==> config.mk <==
export PLATFORM = sky130hd
export DESIGN_NAME = t05_sram_arbiter
export DESIGN_NICKNAME = d
export VERILOG_FILES = /design/src/rtl/t05_sram_arbiter.sv
export SDC_FILE = /design/constraint.sdc
export NUM_CORES = 1
export LEC_CHECK = 0
export ABC_CLOCK_PERIOD_IN_PS = 3200
export CORE_AREA = 3 3 92 94
export CTS_CLUSTER_SIZE = 25
export DETAILED_ROUTE_END_ITERATION = 16
export DIE_AREA = 0 0 95 97
export DONT_BUFFER_PORTS = 1
export PLACE_DENSITY = 0.74
export SLEW_MARGIN = 20
export SYNTH_ARGS = -nofsm -noshare
export SYNTH_HDL_FRONTEND = slang
export SYNTH_SLANG_ARGS = --single-unit
==> constraint.sdc <==
create_clock -name clk -period 3.2 [get_ports clk]
set_input_delay 0.32 -clock clk [delete_from_list [all_inputs] [get_ports clk]]
set_output_delay 0.32 -clock clk [all_outputs]
set_load 0.01 [all_outputs]
==> src/rtl/t05_sram_arbiter.sv <==
// Arbiter for the shared histogram/frequency SRAM: one transaction in flight, fixed read latency.
// Define T05_ARB_FIXED_PRIO_EN for strict fixed priority (index 0 highest) instead of round-robin.
module t05_sram_arbiter #(
  parameter int unsigned NREQ   = 3,
  parameter int unsigned AW     = 8,
  parameter int unsigned DW     = 32,
  parameter int unsigned RD_LAT = 2
) (
  input  logic                 clk,
  input  logic                 rst,
  input  logic [NREQ-1:0]      req,
  input  logic [NREQ-1:0]      we,
  input  logic [NREQ*AW-1:0]   addr,
  input  logic [NREQ*DW-1:0]   wdata,
  output logic [NREQ-1:0]      gnt,
  output logic [NREQ-1:0]      done,
  output logic [DW-1:0]        rdata,
  output logic                 sram_en,
  output logic                 sram_we,
  output logic [AW-1:0]        sram_addr,
  output logic [DW-1:0]        sram_wdata,
  input  logic [DW-1:0]        sram_rdata
);

  localparam int unsigned IW = (NREQ > 1) ? $clog2(NREQ) : 1;
  localparam int unsigned CW = $clog2(RD_LAT + 1);

  typedef enum logic [1:0] {StIdle, StIssue, StWait, StResp} state_e;

  state_e        state;
  logic [IW-1:0] winner;
  logic          op_we;
  logic [CW-1:0] wait_cnt;
  logic          any_req;
  logic [IW-1:0] pick;

`ifdef T05_ARB_FIXED_PRIO_EN
  always_comb begin
    any_req = 1'b0;
    pick    = '0;
    for (int unsigned k = 0; k < NREQ; k++) begin
      if (!any_req && req[IW'(k)]) begin
        any_req = 1'b1;
        pick    = IW'(k);
      end
    end
  end
`else
  logic [IW-1:0] rr_ptr;

  // First requester at or after rr_ptr, wrapping modulo NREQ.
  always_comb begin
    logic [IW-1:0] idx;
    any_req = 1'b0;
    pick    = '0;
    idx     = '0;
    for (int unsigned k = 0; k < NREQ; k++) begin
      idx = IW'((32'(rr_ptr) + k) % NREQ);
      if (!any_req && req[idx]) begin
        any_req = 1'b1;
        pick    = idx;
      end
    end
  end
`endif

  always_ff @(posedge clk) begin
    if (rst) begin
      state      <= StIdle;
      winner     <= '0;
      op_we      <= 1'b0;
      wait_cnt   <= '0;
      gnt        <= '0;
      done       <= '0;
      rdata      <= '0;
      sram_en    <= 1'b0;
      sram_we    <= 1'b0;
      sram_addr  <= '0;
      sram_wdata <= '0;
`ifndef T05_ARB_FIXED_PRIO_EN
      rr_ptr     <= '0;
`endif
    end else begin
      done <= '0;
      unique case (state)
        StIdle: begin
          if (any_req) begin
            winner     <= pick;
            op_we      <= we[pick];
            gnt        <= NREQ'(1) << pick;
            sram_en    <= 1'b1;
            sram_we    <= we[pick];
            sram_addr  <= addr[pick*AW +: AW];
            sram_wdata <= wdata[pick*DW +: DW];
            state      <= StIssue;
          end
        end
        StIssue: begin
          sram_en <= 1'b0;
          sram_we <= 1'b0;
          if (op_we) begin
            done  <= gnt;
            state <= StResp;
          end else begin
            wait_cnt <= CW'(RD_LAT);
            state    <= StWait;
          end
        end
        StWait: begin
          wait_cnt <= wait_cnt - 1'b1;
          // Last WAIT cycle is the one where sram_rdata is valid.
          if (wait_cnt == CW'(1)) begin
            rdata <= sram_rdata;
            done  <= gnt;
            state <= StResp;
          end
        end
        StResp: begin
          gnt   <= '0;
`ifndef T05_ARB_FIXED_PRIO_EN
          rr_ptr <= (winner == IW'(NREQ - 1)) ? '0 : winner + 1'b1;
`endif
          state <= StIdle;
        end
        default: state <= StIdle;
      endcase
    end
  end

endmodule

==> results of run 1 <==
[power groups by stage]
stage	registers [mW]	logic (mW)	clock network (mW)
after detailed placement	1.74	1.15	0
final	1.71	1.15	0.868
after floorplan	1.65	0.969	0
after global placement	1.73	1.11	0
after global routing	1.74	1.30	0.942
after CTS	1.71	1.16	0.892
[routing by layer]
metal  vias up  wire, um
li1       1850         -
met1      1739      4510
met2       189      6020
met3        24      1230
met4         0       293
met5         -         0
[state kept, by name, summed over array words and instances, names as in the netlist, 2 cells and up]
| name | count |
|---|---|
| wait_cnt | 2 |
| winner | 2 |
| rdata | 32 |
| sram_addr | 8 |
| sram_wdata | 32 |
| state | 2 |
| done | 3 |
| gnt | 3 |
| rr_ptr | 2 |
[per-stage QoR]
| step | util [%] | instances | setup WS [ps] | hold slack [ps] |
|---|---|---|---|---|
| 5_1_grt | 62.2 | 628 | 258 | 13.3 |
| 3_5_place_dp | 59.2 | 611 | 555 | 399 |
| 6_report | 62.2 | 628 | 536 | 38.9 |
| 4_1_cts | 62.1 | 627 | 537 | 8.20 |
| 2_1_floorplan | - | 540 | 981 | 423 |
| 3_3_place_gp | 59.2 | 611 | 650 | 397 |
[Yosys cell counts, drive strengths merged (2+ instances only)]
cell / number
dfxtp: 89
and3: 41
clkbuf: 21
nand2b: 4
ha: 10
a21oi: 40
nor2b: 4
o21a: 2
mux2i: 9
o21ai: 88
o31ai: 4
o22ai: 2
nand3b: 4
and2: 4
nor2: 13
nand2: 115
and4b: 2
or3: 2
buf: 24
inv: 8
a211oi: 41
o211ai: 2
mux2: 2
[logic make-up (layout without fill, tap and decap cells)]
logic type / after synthesis / in the layout / synth area share [%]
muxes: 11 / 11 / 2.73
and+or+nand+nor: 192 / 192 / 20.2
other: 0 / 1 / 0
DFF: 89 / 89 / 38.9
adders and majority gates: 10 / 10 / 2.73
buffers and inverters: 53 / 38 / 6.54
AOI/OAI and AO/OA: 185 / 185 / 28.8
[worst max-delay path, delay by kind of cell (launching register included)]
kind	cells	cell delay, ps
buffers and inverters	3	610
and+or+nand+nor	2	500
adders and majority gates	1	380
AOI/OAI and AO/OA	3	420
muxes	1	340
DFF	1	330
[worst paths after layout]
kind,endpoint
worst max-delay path,sram_wdata[19]
worst min-delay path,rdata[29]
worst max register to register,sram_wdata[19]
worst min register to register,op_we
[layout make-up]
class	count	area share, %
repair buffers	14	2.71
well taps	102	2.66
clock inverters	7	2.11
diodes	1	0.0521
inverters	8	0.625
multi-input cells	398	52.2
flip-flops and latches	89	37.1
clock buffers	9	2.58
==> impl_metrics.py, run 1 <==
metrics = {
    "status": {
        "status": "finished, final reports clean",
    },
    "placement": {
        "place.gp.congestion": 0.865,
        "dpl_cell_area_um2": 4580,
        "hpwlAfterDp_mm": 8.94,
        "port_buffers": 0,
    },
    "timing": {
        "min_period_ps": 2660,
        "fmax_mhz": 375,
        "clock_skew_ps": 14.6,
        "hold_viol": 0,
        "setup_viol": 0,
        "fin_tns_setup_ps": 0,
        "worst_slew_pin_slew_ps": 1040,
        "slew-limit-headroom_pct": 30.5,
        "post-route-period-util_pct": 83.2,
        "rsz0062_at_grt": "no",
        "slew_violations": 0,
    },
    "route": {
        "ant_nets": 0,
        "routed_wl_mm": 12.1,
        "drc": 0,
        "first_iter_violations": 119,
        "via_count": 3802,
        "wl_per_cell_um": 19.2,
        "dr.pass1.iters": 5,
        "viasPerCell": 6.05,
    },
    "clocking": {
        "htree_levels": 3,
        "cts_root_buf": "clkbuf_8",
        "clkTransAtPathRegs_ps": 80,
        "cts.sinks": 89,
        "cts_tree": "built",
        "insertion_delay_ps": 360,
        "postCtsSetupRepairBufs": 0,
        "cts_hold_buf": 0,
        "cts_resized": 0,
        "numCtsBuffers": 9,
        "clockBufferDepth": 2,
    },
    "critical_path": {
        "reg2reg_slack_ps": 540,
        "crit_type": "reg2reg",
        "critPathArrivalTime_ps": 2940,
        "critPathMaxStageDelay_ps": 410,
        "cp_slowest_cell": "or3_1",
        "required_ps": 3480,
        "crit_path_frequent_cell": "buf_4",
        "path_cells": "inv_1 -> ha_1 -> mux2i_4 -> o21ai_4 -> or3_1 -> buf_4 -> nand2_4 -> buf_4 -> a211oi_2 -> o21ai_1",
        "end_kind": "flip-flop",
        "startpoint": "rr_ptr[1]",
        "r2r_cells": 10,
        "crit_fanout": 20,
        "r2r-start": "rr_ptr[1]",
        "setup.worst_path.start_class": "flip-flop",
    },
    "synthesis": {
        "synth_top_area_share_pct": 38.9,
        "synth_nets": 710,
        "syn_area_um2": 4580,
        "synth-main-ff-cell": "dfxtp_1",
        "netlist_top_cells_area": "dfxtp_1 39%, a211oi_2 11%, nand2_1 9.4%, and3_1 5.6%, o21ai_0 4.8%",
        "synth.distinct_cells": 43,
        "synth_warnings": 0,
        "yosysTopAreaCell": "dfxtp_1",
        "synth_edf_count": 0,
        "async_flop_share_pct": 0,
        "seq_area_frac_synth_pct": 38.9,
        "syn_area_per_cell_um2": 8.47,
        "ys_seq_elements": 89,
        "synth_cells": 540,
    },
    "final_layout": {
        "multiInputGateArea_um2": 2510,
        "final_common_cell": "nand2_1",
        "final_cell_mix": "114 x nand2_1, 89 x dfxtp_1, 44 x o21ai_0",
        "regArea_um2": 1780,
        "drive_above_1_share_pct": 15.8,
        "nFillCells": 726,
        "fin_area_um2": 4800,
        "areaGrowthSynthToFinish_pct": 4.98,
        "final_nets": 690,
    },
    "global_route": {
        "grt_pass1_wl_mm": 19.1,
        "grtUsageMet2_pct": 44.8,
        "grt_util_met3_pct": 7.93,
        "grtUsageTotal_pct": 26.0,
        "antenna_found_initial": 1,
        "grt_pass1_vias": 3776,
        "grt_max_degree": 49,
        "gr-total-overflow": 0,
        "use_met1_pct": 29.4,
        "grt_busiest_layer": "met2",
    },
    "pwr": {
        "p_int_mw": 2.31,
        "power_switching_mw": 1.42,
        "p_leak_nw": 1.76,
        "total_power_mw": 3.73,
        "power_frac_comb_pct": 30.9,
        "sw_frac_of_total_pct": 38.0,
        "cellPowerDensity_nw_per_um2": 776,
        "vdd_drop_max_v": 0.000356,
        "clockPowerShare_pct": 23.3,
        "seq_power_share_pct": 45.8,
    },
    "worst_hold_path": {
        "min_path_cells": 1,
        "hold_path_class": "in2reg",
        "min_from": "rst",
    },
    "job": {
        "cap_violations": 0,
    },
    "floorplan": {
        "core_um2": 7730,
        "ios": 240,
        "die_h_um": 97,
        "num_rows": 32,
        "die_w_um": 95,
        "die_area_um2": 9220,
        "initial_utilization_pct": 59.2,
    },
}
No activity file was read; power rests on OpenSTA's default activity.
==> run 2: changes to the inputs <==
--- a/config.mk
+++ b/config.mk
@@ -5,11 +5,11 @@
 export SDC_FILE = /design/constraint.sdc
 export NUM_CORES = 1
 export LEC_CHECK = 0
-export ABC_CLOCK_PERIOD_IN_PS = 3200
-export CORE_AREA = 3 3 92 94
+export ABC_CLOCK_PERIOD_IN_PS = 2320
+export CORE_AREA = 3 3 94 96
 export CTS_CLUSTER_SIZE = 25
 export DETAILED_ROUTE_END_ITERATION = 16
-export DIE_AREA = 0 0 95 97
+export DIE_AREA = 0 0 97 99
 export DONT_BUFFER_PORTS = 1
 export PLACE_DENSITY = 0.74
 export SLEW_MARGIN = 20
==> constraint.sdc (replaced) <==
create_clock -name clk -period 2.32 [get_ports clk]
set_input_delay 0.232 -clock clk [delete_from_list [all_inputs] [get_ports clk]]
set_output_delay 0.232 -clock clk [all_outputs]
set_load 0.01 [all_outputs]
==> impl_metrics.py, run 2 (synthesis gave the netlist of run 1 again) <==
metrics = {
    "final_layout": {
        "drive_above_1_share_pct": 19.9,
        "instances_no_fill": 684,
        "final_common_cell": "nand2_1",
        "nFillCells": 613,
        "final_cell_mix": "114 x nand2_1, 87 x dfxtp_1, 45 x o21ai_1",
        "final_nets": 742,
        "top_regs": "rdata (32), sram_wdata (32), sram_addr (8)",
        "areaGrowthSynthToFinish_pct": 20.4,
    },
    "pwr": {
        "total_power_mw": 5.41,
        "cellPowerDensity_nw_per_um2": 983,
        "vdd_drop_max_v": 0.000570,
        "p_leak_nw": 2.06,
    },
    "clocking": {
        "htree_levels": 3,
        "clockBufferDepth": 2,
        "clkTransAtPathRegs_ps": 100,
        "insertion_delay_ps": 370,
        "cts_root_buf": "clkbuf_8",
        "numCtsBuffers": 9,
        "cts.sinks": 89,
        "cts_tree": "built",
    },
    "critical_path": {
        "end_kind": "flip-flop",
        "cp_slowest_cell": "dfxtp_2",
        "setup.worst_path.start_class": "flip-flop",
        "required_ps": 2610,
        "critPathMaxStageDelay_ps": 340,
        "crit_fanout": 9,
        "crit_type": "reg2reg",
        "critPathArrivalTime_ps": 2510,
        "critPathBufInv": 4,
        "crit_path_frequent_cell": "buf_6",
        "r2r-start": "rr_ptr[1]",
        "path_delay_family": "compound AO/OA/AOI/OAI gates",
        "path_cells": "inv_2 -> ha_4 -> buf_6 -> mux2i_4 -> mux2_4 -> o311a_4 -> o31ai_4 -> buf_6 -> buf_16 -> a211oi_2 -> o21ai_1",
        "startpoint": "rr_ptr[1]",
    },
    "route": {
        "routed_wl_mm": 13.5,
        "viasPerCell": 6.06,
        "via_count": 4145,
        "first_iter_violations": 202,
        "drc": 0,
        "ant_nets": 0,
        "dr.pass1.iters": 5,
        "wl_per_cell_um": 19.8,
    },
    "global_route": {
        "grt_pass1_wl_mm": 21.0,
        "antenna_found_initial": 2,
        "grt_max_degree": 45,
        "grtUsageTotal_pct": 26.9,
        "gr-total-overflow": 0,
        "grt_pass1_vias": 4043,
    },
    "floorplan": {
        "core_um2": 8130,
        "num_rows": 33,
        "initial_utilization_pct": 56.3,
        "die_w_um": 97,
        "die_area_um2": 9600,
        "die_h_um": 99,
        "ios": 240,
    },
    "placement": {
        "placed_cells": 626,
        "hpwlAfterDp_mm": 9.02,
        "place.gp.congestion": 0.882,
        "port_buffers": 0,
    },
    "status": {
        "status": "finished, final reports clean",
    },
    "timing": {
        "post-route-period-util_pct": 95.9,
        "hold_viol": 0,
        "worst_slew_pin_slew_ps": 442,
        "clock_skew_ps": 11.0,
        "hold_ws_ps": 4.26,
        "slew_violations": 0,
        "min_period_ps": 2220,
        "setup_viol": 0,
        "fmax_mhz": 450,
        "slew-limit-headroom_pct": 70.3,
    },
    "worst_hold_path": {
        "hold_path_class": "in2reg",
        "min_from": "sram_rdata[19]",
    },
    "job": {
        "cap_violations": 0,
    },
}
[run 2: changes by cell type in the layout (fill, tap and decap cells not counted), sizes merged]
cell	change
buf	+20
bufinv	-2
clkbuf	+2
clkinv	+2
clkinvlp	-1
diode	+1
dlygate4sd3	+30
inv	+1
[run 2: through the flow]
| stage | util [%] | cell area [um^2] | setup TNS [ps] | worst slack (ps) |
|---|---|---|---|---|
| CTS | 66.6 | 5420 | 0 | 46.9 |
| floorplan | - | 4580 | 0 | 101 |
| finish | 67.7 | 5510 | 0 | 95.8 |
| global placement | 58.2 | 4730 | -34.9 | -34.9 |
| detailed placement | 58.2 | 4730 | -1930 | -72.8 |
| global route | 67.7 | 5510 | -51.8 | -29.5 |
[run 2: power breakdown]
part / internal (mW) / switching [mW] / total, mW / leakage (nW)
Clock: 0.436 / 0.649 / 1.08 / 0.105
Sequential: 1.90 / 0.436 / 2.34 / 0.728
Combinational: 0.938 / 1.05 / 1.99 / 1.23
Total: 3.28 / 2.14 / 5.41 / 2.06
[run 2: area by class of cell]
class	instances	area, um^2	share of cell area, %
Clock inverter	7	83.8	1.52
Multi-Input combinational cell	398	2580	46.9
Clock buffer	9	124	2.25
Antenna cell	2	5.00	0.0909
Sequential cell	89	1780	32.4
Timing Repair Buffer	66	768	13.9
Tap cell	105	131	2.39
Inverter	8	30.0	0.545
[run 2: final timing paths]
kind,to,slack [ps],cells past startpoint
max,sram_wdata[15],100,11
min reg2reg,op_we,450,2
max reg2reg,sram_wdata[15],100,11
min,rdata[19],4,2
[run 2: timing repair]
action / 4_1_cts / 5_1_grt
pin swaps: 1 / 8
resized for setup: 13 / 12
endpoints found under the hold margin: 44 / 0
setup endpoints to repair: 43 / 45
setup buffers: 5 / 0
hold buffers: 31 / 0
gates cloned: 2 / 2
[run 2: per-layer routing]
metal  vias up  wire (um)  part of all wire (%)  GRT usage (%)
li1       1957          -                     -              -
met1      1933       4960                    37           30.2
met2       222       6980                    52           46.4
met3        33       1140                   8.4           8.78
met4         0        451                   3.3           12.5
met5         -          0                     0              0
[run 2: worst register-to-register path, delay by kind of cell (launching register included)]
family	cells	cell delay [ps]
buffers and inverters	4	540
adders and majority gates	1	170
AOI/OAI and AO/OA	4	630
DFF	1	340
muxes	2	480
==> run 3: changes to the inputs <==
--- a/config.mk
+++ b/config.mk
@@ -6,12 +6,11 @@
 export NUM_CORES = 1
 export LEC_CHECK = 0
 export ABC_CLOCK_PERIOD_IN_PS = 2320
-export CORE_AREA = 3 3 94 96
+export CORE_AREA = 2 2 110 112
 export CTS_CLUSTER_SIZE = 25
 export DETAILED_ROUTE_END_ITERATION = 16
-export DIE_AREA = 0 0 97 99
+export DIE_AREA = 0 0 112 114
 export DONT_BUFFER_PORTS = 1
-export PLACE_DENSITY = 0.74
 export SLEW_MARGIN = 20
 export SYNTH_ARGS = -nofsm -noshare
 export SYNTH_HDL_FRONTEND = slang
==> impl_metrics.py, run 3 (synthesis gave the netlist of run 1 again) <==
metrics = {
    "status": {
        "status": "finished, final reports clean",
    },
    "timing": {
        "fin_tns_setup_ps": 0,
        "clock_skew_ps": 7.96,
        "fin_ws_ps": 71.4,
        "fmax_mhz": 445,
        "setup_viol": 0,
        "min_period_ps": 2250,
        "slew_violations": 0,
        "post-route-period-util_pct": 96.9,
        "worst_slew_pin_slew_ps": 370,
        "slew-limit-headroom_pct": 74.6,
        "hold_ws_ps": 14.8,
        "hold_viol": 0,
    },
    "clocking": {
        "clockBufferDepth": 2,
        "numCtsBuffers": 9,
        "cts_tree": "built",
        "cts_root_buf": "clkbuf_16",
        "clkTransAtPathRegs_ps": 70,
        "insertion_delay_ps": 350,
        "htree_levels": 3,
        "cts.sinks": 89,
    },
    "floorplan": {
        "num_rows": 40,
        "die_w_um": 112,
        "die_h_um": 114,
        "core_um2": 11700,
        "initial_utilization_pct": 39.1,
        "ios": 240,
        "die_area_um2": 12800,
    },
    "pwr": {
        "p_leak_nw": 1.98,
        "seq_power_share_pct": 40.9,
        "clockPowerShare_pct": 26.1,
        "power_switching_mw": 2.10,
        "p_int_mw": 3.61,
        "sw_frac_of_total_pct": 36.7,
        "cellPowerDensity_nw_per_um2": 1070,
        "power_frac_comb_pct": 33.0,
        "total_power_mw": 5.71,
        "vdd_drop_max_v": 0.000596,
    },
    "worst_hold_path": {
        "min_path_cells": 2,
        "hold_path_class": "in2reg",
        "hold_path_end": "rdata[7]",
        "min_from": "sram_rdata[7]",
    },
    "global_route": {
        "grt_pass1_wl_mm": 18.8,
        "grt_max_degree": 45,
        "gr-total-overflow": 0,
        "grtUsageTotal_pct": 18.4,
        "grt_pass1_vias": 3728,
        "antenna_found_initial": 1,
    },
    "critical_path": {
        "crit_fanout": 40,
        "end_kind": "flip-flop",
        "r2r-start": "rr_ptr[1]",
        "critPathArrivalTime_ps": 2480,
        "crit_type": "reg2reg",
        "reg2reg_slack_ps": 70,
        "r2r_cells": 10,
        "reg2reg_to": "sram_wdata[9]",
        "setup.worst_path.start_class": "flip-flop",
        "required_ps": 2550,
    },
    "route": {
        "ant_nets": 0,
        "viasPerCell": 5.67,
        "routed_wl_mm": 12.9,
        "dr.pass1.iters": 4,
        "via_count": 3966,
        "wl_per_cell_um": 18.4,
        "first_iter_violations": 185,
        "drc": 0,
    },
    "final_layout": {
        "final_common_cell": "nand2_1",
        "final_cell_mix": "114 x nand2_1, 88 x dfxtp_1, 48 x o21ai_1",
        "drive_above_1_share_pct": 20.1,
        "areaGrowthSynthToFinish_pct": 16.4,
        "top_regs": "rdata (32), sram_wdata (32), sram_addr (8)",
        "final_nets": 716,
    },
    "placement": {
        "port_buffers": 0,
        "dp_slack_ps": -86.3,
        "place.gp.congestion": 0.833,
        "hpwlAfterDp_mm": 9.11,
    },
    "job": {
        "cap_violations": 0,
    },
}
-- run 3: changes by cell type in the layout (fill, tap and decap cells not counted), sizes merged --
cell,before,now
bufinv,0,1
clkinv,3,1
diode,2,1
dlygate4sd3,30,5
-- run 3: worst max path at each step --
stage,start,to,cells past startpoint
CTS,rr_ptr[1],sram_we,11
global placement,rr_ptr[1],sram_wdata[21],8
finish,rr_ptr[1],sram_wdata[9],10
floorplan,rr_ptr[1],sram_addr[0],11
global route,rr_ptr[1],sram_wdata[2],10
detailed placement,rr_ptr[0],sram_wdata[21],8
-- run 3: worst max-delay path, stage by stage, from the launching register on --
cell,delay [ps]
dfxtp_1,330
inv_1,80
ha_4,180
buf_4,160
mux2i_4,190
mux2_4,290
o311a_4,150
o31a_1,300
buf_12,190
o21ai_0,190
o21ai_1,80
-- run 3: cell type report --
cell class,count,area [um^2]
Fill cell,1130,6380
Multi-Input combinational cell,398,2590
Sequential cell,89,1780
Clock buffer,10,229
Clock inverter,6,72.6
Timing Repair Buffer,40,438
Antenna cell,1,2.50
Inverter,8,30.0
Tap cell,147,184
-- run 3: power by group through the flow --
| stage | combinational (mW) | clock (mW) | sequential, mW |
|---|---|---|---|
| finish | 1.88 | 1.49 | 2.33 |
| global route | 2.08 | 1.60 | 2.37 |
| CTS | 1.80 | 1.55 | 2.34 |
| detailed placement | 1.76 | 0 | 2.37 |
| global placement | 1.71 | 0 | 2.36 |
| floorplan | 1.34 | 0 | 2.27 |
-- run 3: timing repair --
action / in CTS / in global routing
setup buffers: 0 / 1
setup endpoints to repair: 19 / 45
resized for setup: 4 / 17
endpoints found under the hold margin: 44 / 1
pin swaps: 0 / 2
hold buffers: 5 / 1
gates cloned: 0 / 1
-- run 3: per-layer routing --
layer  GRT usage, %  wire length [um]  vias up  part of all wire, %
li1               -                 -     1905                    -
met1           19.6              4850     1851                   38
met2           32.9              6490      187                   51
met3           6.75              1190       23                  9.3
met4           8.05               312        0                  2.4
met5              0                 0        -                    0
-- run 3: through the flow --
| step | area (um^2) | instances | util (%) |
|---|---|---|---|
| floorplan | 4580 | 540 | - |
| global placement | 4840 | 674 | 41.3 |
| detailed placement | 4840 | 674 | 41.3 |
| CTS | 5220 | 695 | 44.6 |
| global route | 5330 | 699 | 45.5 |
| finish | 5330 | 699 | 45.5 |
